$ cat src/rtl/rate_pulse_generator.sv
// Rate pulse generator: divides Clock by one of four selectable periods and emits
// a one-cycle Pulse per period while running, plus a wrapping count of pulses issued.
module rate_pulse_generator #(
   parameter int unsigned CNT_W   = 28,
   parameter int unsigned PERIOD0 = 1,
   parameter int unsigned PERIOD1 = 25_000_000,
   parameter int unsigned PERIOD2 = 50_000_000,
   parameter int unsigned PERIOD3 = 100_000_000
) (
   input  logic       Clock,
   input  logic       Reset,
   input  logic [1:0] Speed,
   input  logic       Start,
   input  logic       Stop,
   output logic       Pulse,
   output logic       Running,
   output logic [7:0] PulseCount
);

   typedef enum logic {
      IDLE = 1'b0,
      RUN  = 1'b1
   } state_t;

   state_t           state, state_d;
   logic [CNT_W-1:0] count, count_d;
   logic             pulse_d;
   logic [7:0]       pcount_d;

   // The period is captured into the down-counter as P-1 at every load/reload,
   // so Speed changes mid-period only take effect at the next reload.
   function automatic logic [CNT_W-1:0] reload_value(input logic [1:0] sel);
      int unsigned p;
      case (sel)
         2'b00:   p = PERIOD0;
         2'b01:   p = PERIOD1;
         2'b10:   p = PERIOD2;
         default: p = PERIOD3;
      endcase
      if (p == 0) p = 1;
      return CNT_W'(p - 1);
   endfunction

   // NOTE: every output of this block gets a default first, so no path can leave
   // a signal unassigned and infer a latch.
   always_comb begin
      state_d  = state;
      count_d  = count;
      pulse_d  = 1'b0;
      pcount_d = PulseCount;
      case (state)
         IDLE: begin
            count_d = '0;
            if (Start && !Stop) begin
               state_d = RUN;
               count_d = reload_value(Speed);
            end
         end
         RUN: begin
            if (Stop) begin
               state_d = IDLE;
               count_d = '0;
            end else if (Start) begin
               count_d = reload_value(Speed);
            end else if (count == '0) begin
               pulse_d  = 1'b1;
               pcount_d = PulseCount + 8'd1;
               count_d  = reload_value(Speed);
            end else begin
               count_d = count - CNT_W'(1);
            end
         end
         default: state_d = IDLE;
      endcase
   end

   // NOTE: sequential state uses non-blocking assignments so every register
   // samples the pre-edge values regardless of statement order.
   always_ff @(posedge Clock or negedge Reset) begin
      if (!Reset) begin
         state      <= IDLE;
         count      <= '0;
         Pulse      <= 1'b0;
         PulseCount <= 8'd0;
      end else begin
         state      <= state_d;
         count      <= count_d;
         Pulse      <= pulse_d;
         PulseCount <= pcount_d;
      end
   end

   assign Running = (state == RUN);

endmodule
$ cat config.mk
export PLATFORM = sky130hd
export DESIGN_NAME = rate_pulse_generator
export DESIGN_NICKNAME = d
export VERILOG_FILES = /design/src/rtl/rate_pulse_generator.sv
export SDC_FILE = /design/constraint.sdc
export NUM_CORES = 1
export LEC_CHECK = 0
export CAP_MARGIN = 0
export CELL_PAD_IN_SITES_DETAIL_PLACEMENT = 1
export CELL_PAD_IN_SITES_GLOBAL_PLACEMENT = 1
export CORE_MARGIN = 5
export CORE_UTILIZATION = 47
export CTS_BUF_LIST = sky130_fd_sc_hd__clkbuf_2
export DETAILED_ROUTE_END_ITERATION = 8
export HOLD_SLACK_MARGIN = 0.03
export PLACE_DENSITY = 0.82
export SYNTH_ARGS = -nofsm -noshare
export SYNTH_HDL_FRONTEND = slang
export SYNTH_SLANG_ARGS = --single-unit
$ cat constraint.sdc
create_clock -name Clock -period 2.6 [get_ports Clock]
set_clock_uncertainty 0.05 [all_clocks]
set_input_delay 0.26 -clock Clock [delete_from_list [all_inputs] [get_ports Clock]]
set_output_delay 0.26 -clock Clock [all_outputs]
set_load 0.03 [all_outputs]
* Yosys cells after proc, flatten, opt, wreduce, memory -nomap -nowiden
Index checks and enable logic that the tools add are counted.
Storage, ports and cells: logic and storage cells 56, input port bits 6, flip-flop bits (word level) 38
Operators by class: reduce and logical (&&, ||, !) cells 8, equality and inequality tests 2, bitwise gates (word level) 3, add/sub/neg operators 5, mux-type cells 34
Operators with widths (count):
- $mux W28 | 16
- $mux W32 | 9
- $sub A28 B1 Y28 const B | 4
- $logic_not A32 Y1 | 3
- $pmux W27 S3 | 1
- $pmux W28 S2 | 1
- $logic_not A28 Y1 | 1
- $add A8 B1 Y8 const B | 1
- $mux W1 | 6
- $reduce_and A4 Y1 | 1
- $not A1 Y1 | 3
- $eq A2 B1 Y1 const B | 1
- $eq A2 B2 Y1 const B | 1
- $logic_not A2 Y1 | 1
- $pmux W1 S2 | 1
- $logic_and A1 B1 Y1 | 1
- $logic_not A1 Y1 | 1

* Logic depth before layout (Yosys ltp)
depth in word-level cells 17, mapped depth 8

* Worst setup path before layout
Ideal clock, no wire load.
path kind reg2reg, start point register count[21], end point register PulseCount[1], data arrival time 2.167 ns, slack 0.258 ns, stages on the path, launching flop included 5, required time 2.425 ns, cells stage by stage dfrtp_1 or4_4 or4_4 nor3_4 mux2_2
On the way: cells in the longest elaborated chain, start to end 2
Ends and longest elaborated chain:
- from (decl) | RTL line 26 | logic [CNT_W-1:0] count, count_d;
- from (signal assigned) | RTL line 87 | count <= count_d;
- $logic_not A28 Y1 | RTL line 65 | end else if (count == '0) begin
- $reduce_and A4 Y1 (no line)
- to (signal assigned) | RTL line 89 | PulseCount <= pcount_d;
- to (decl) | RTL line 17 | output logic [7:0] PulseCount
Every way passes these cells. A chain may end at the register's enable or synchronous reset.

* Worst setup path in the final report
Same ends and word-level chain as after synthesis.

==> results by stage <==
Synthesis:
- Among all flip-flop cells after synthesis, the most frequent one is dfrtp_1.
- The number of nets produced by synthesis is between 200 and 250.
- The number of enable-type register cells in the synthesized netlist is 0.
- The post-synthesis share of cell area spent on and, or, nand and nor gates is 0.223.
- Synthesis inferred 38 register bits.
- By area, the combinational part of the netlist is dominated by simple AND/OR/NAND/NOR gates.
- The share of flip-flops with an asynchronous set or reset is 1.00.
- The post-synthesis share of cell area spent on xor and xnor gates is 0.130.
- The post-synthesis adder-cell area fraction is 0.0522.
- The post-synthesis compound-gate area fraction came to 0.118.
- Of the post-synthesis cell area, the part taken by muxes is 0.00522.
- Summing every instance area after synthesis gives around 2200 µm².
- The number of instances in the synthesized netlist is roughly 210.
- Averaged over all synthesized cells, the footprint is roughly 10 µm².
- The number of library cell types mapped by synthesis is 46.
- For this run, the register share of the synthesized area comes to 0.441.
- The number of warning messages in the yosys log is 0.

Clocking:
- Once the clock tree was built, the setup fixing pass inserted 0 buffers.
- TritonCTS built the clock tree.
- Clock-pin slew was measured on the worst setup and hold paths at approximately 0.22 ns.
- The clock passes through at most 2 buffers.
- The level count of the clock H-tree is 2.
- At the later pin of the worst-skew pair, clock insertion delay measures 0.39 ns.
- The root buffer cell chosen for the clock tree is clkbuf_2.
- The clock drives 38 sinks.
- The clock buffer count from CTS is 5.

Power and ir drop:
- The leakage power summed over all cells is about 1.1 nW.
- VDD sags by at most between 0.2 and 0.3 mV.
- The power density normalized to cell area is 513 nW/µm².

STA:
- The clock period could shrink to between 2 and 2.5 ns.
- The final max-slew violation count came to 0.
- After routing, the total negative slack on setup checks comes to 0 ns.
- The final count of negative-setup-slack endpoints is 0.
- The tightest hold path in the finished design has a slack of 0.421 ns.
- Static timing analysis puts the maximum clock frequency at around 400 MHz.
- Setup repair after global routing left no endpoint under its margin.
- At the pin with the least slew margin, the transition time is 0.851 ns.
- The hold violation count in the final report is 0.
- Headroom to the max-slew limit came out at 0.433.
- The share of the clock period used by the worst path after layout is 0.957.

Setup path:
- The cell count of the worst reg-to-reg path is 4.
- The slowest cell on the critical path is or4_4.
- In this design, the critical path's most frequently occurring cell is or4_4.
- The slack of the worst reg-to-reg path is 0.11 ns.
- The top cell family by delay on the critical path is simple AND/OR/NAND/NOR gates.
- The critical path is of the reg -> reg type.
- The capture instance of the worst register-to-register path is PulseCount[1].
- On the worst path, the slowest cell contributes a delay of approximately 0.6 ns.
- The largest fanout on the critical path is 6.
- The critical path goes through or4_4 > or4_4 > nor3_4 > mux2_2.
- The critical path endpoint category is a flop.
- The start of the worst register-to-register path is count[21].
- The worst endpoint required time is 2.84 ns.
- STA puts the critical path data arrival time at between 2 and 3 ns.
- The total buffers and inverters traversed by the critical path is 0.
- The sort of element at the start of the critical path is a flop.

Drt:
- The iteration count of the initial detailed-routing pass is 4.
- The count of nets left with antenna violations once routing finished came out at 0.
- The total number of vias is 1745.
- The wire length after detailed routing is around 5600 µm.
- The remaining design rule violation count is 0.
- The wire length per cell after detailed routing is ~19 µm.
- Using the TritonRoute via totals, the vias-per-cell ratio works out to a little under 6.
- The detailed router finished its first iteration with 76 violations.

Layout:
- The top cell types in the final layout, fill and taps aside, are dfrtp_1 (38), xor2_1 (18), nor2_1 (15).
- The non-filler instance count after layout is a little under 300.
- The fraction of layout cells with a size suffix above 1 is 0.145.
- The library cell used most frequently in the layout, excluding fill and tap cells, is dfrtp_1.
- The layout overhead on the synthesized area is 15.9%.
- The number of nets in the layout is ~260.
- The repair_antennas step left the layout with diodes totalling 0.

Global route:
- The first global-routing pass estimated 9560 µm of wire.
- The via count of the first global-routing pass was approximately 1900.
- The number of antenna violations at the first check in global routing is 0.
- The global-route usage over all layers is 0.199.
- The total overflow left after global routing is 0.
- Entering global routing, the biggest net connects 39 pins.

Placed design:
- The number of placed instances with taps included is about 290.
- At the end of routability-driven placement, the weighted congestion stood at about 0.79.
- The count of port buffers added during placement is 15.
- The detailed-placement wirelength estimate is approximately 4300 µm.

Die:
- The number of primary I/O pins is 16.
- The horizontal die dimension is roughly 78 µm.
- The standard-cell row count is 24.
- For this configuration, the core starts out at a cell density of 0.489.
- The floorplan step set the die height to 77.8 µm.
- The region available for standard cell placement spans 4410 µm².
- The area of the die is between 6000 and 7000 µm².

Job:
- Max-cap violations in this run came to 0.

Outcome:
- The flow ran to the end, and the final reports show no timing, DRC or antenna violations.

Min path:
- The tightest min-delay check is of the in -> async type.
metal layers:
layer  track usage  wire, µm
met1         0.256      2480
met2         0.342      2800
met3        0.0359       184
met4        0.0533       142
met5             0         0
layout make-up:
type / count / area [µm²]
fillers: 502 / 1910
inverters: 8 / 30.0
flip-flops and latches: 38 / 951
clock inverters: 3 / 21.3
repair buffers: 29 / 265
multi-input cells: 159 / 1140
well taps: 52 / 65.1
clock buffers: 5 / 25.0
power breakdown:
part	internal, mW	switching [mW]
sequential	0.623	0.0399
combinational	0.145	0.201
clock	0.0661	0.208
cells in the mapped netlist, types with 2 or more instances:
cell type	instances	area share
dfrtp_1	38	0.44
xor2_1	18	0.073
nor2_1	15	0.026
a21oi_1	14	0.032
xnor2_1	14	0.057
nand3_1	10	0.023
ha_1	9	0.052
inv_1	8	0.014
nand2_1	8	0.014
nor4_1	7	0.020
o22ai_1	7	0.020
nor3_1	6	0.014
o2bb2ai_1	6	0.024
clkbuf_1	5	0.0087
nand4_1	4	0.012
or4_1	4	0.014
or3_1	3	0.0087
or4_4	3	0.016
buf_2	2	0.0046
nand2b_1	2	0.0058
nand4b_1	2	0.0081
nor4_2	2	0.012
o21ai_0	2	0.0046
o32ai_1	2	0.0081
registers in the layout, summed over array words and instances (netlist names):
register and flops:
Pulse 1, Running 1, count 28, PulseCount 8
worst max-delay path by stage:
stage / cells past startpoint / startpoint / end / slack [ns]
after floorplan: 4 / count[21] / PulseCount[1] / 0.26
after global placement: 7 / count[0] / count[27] / 0.18
after detailed placement: 7 / count[0] / count[27] / 0.09
after CTS: 7 / count[0] / count[27] / 0.06
after global routing: 4 / count[20] / PulseCount[1] / 0.04
final: 4 / count[21] / PulseCount[1] / 0.11
per-stage QoR:
| stage | instance area, µm² | setup slack [ns] | utilization | power, mW |
|---|---|---|---|---|
| floorplan | 2160 | 0.258 | - | 0.884 |
| global placement | 2440 | 0.182 | 0.553 | 1.00 |
| detailed placement | 2440 | 0.0860 | 0.553 | 1.01 |
| CTS | 2500 | 0.0640 | 0.566 | 1.29 |
| global route | 2500 | 0.0415 | 0.567 | 1.37 |
| finish | 2500 | 0.111 | 0.567 | 1.28 |
cells by family (layout without fill, tap and decap cells):
kind of cell | count (synthesis) | in the layout
multiplexers | 1 | 1
AND/OR/NAND/NOR | 79 | 79
flip-flops | 38 | 38
AO/OA/AOI/OAI | 38 | 38
buffers and inverters | 16 | 45
adder cells (fa/ha/maj) | 9 | 9
XOR/XNOR | 32 | 32
timing repair:
action / in CTS / in global routing
endpoints found under the hold margin: 38 / 0
endpoints found under the setup margin: 0 / 5
hold buffers: 1 / 0
gates resized for setup: 0 / 2
Power figures use the tool's default switching activity.
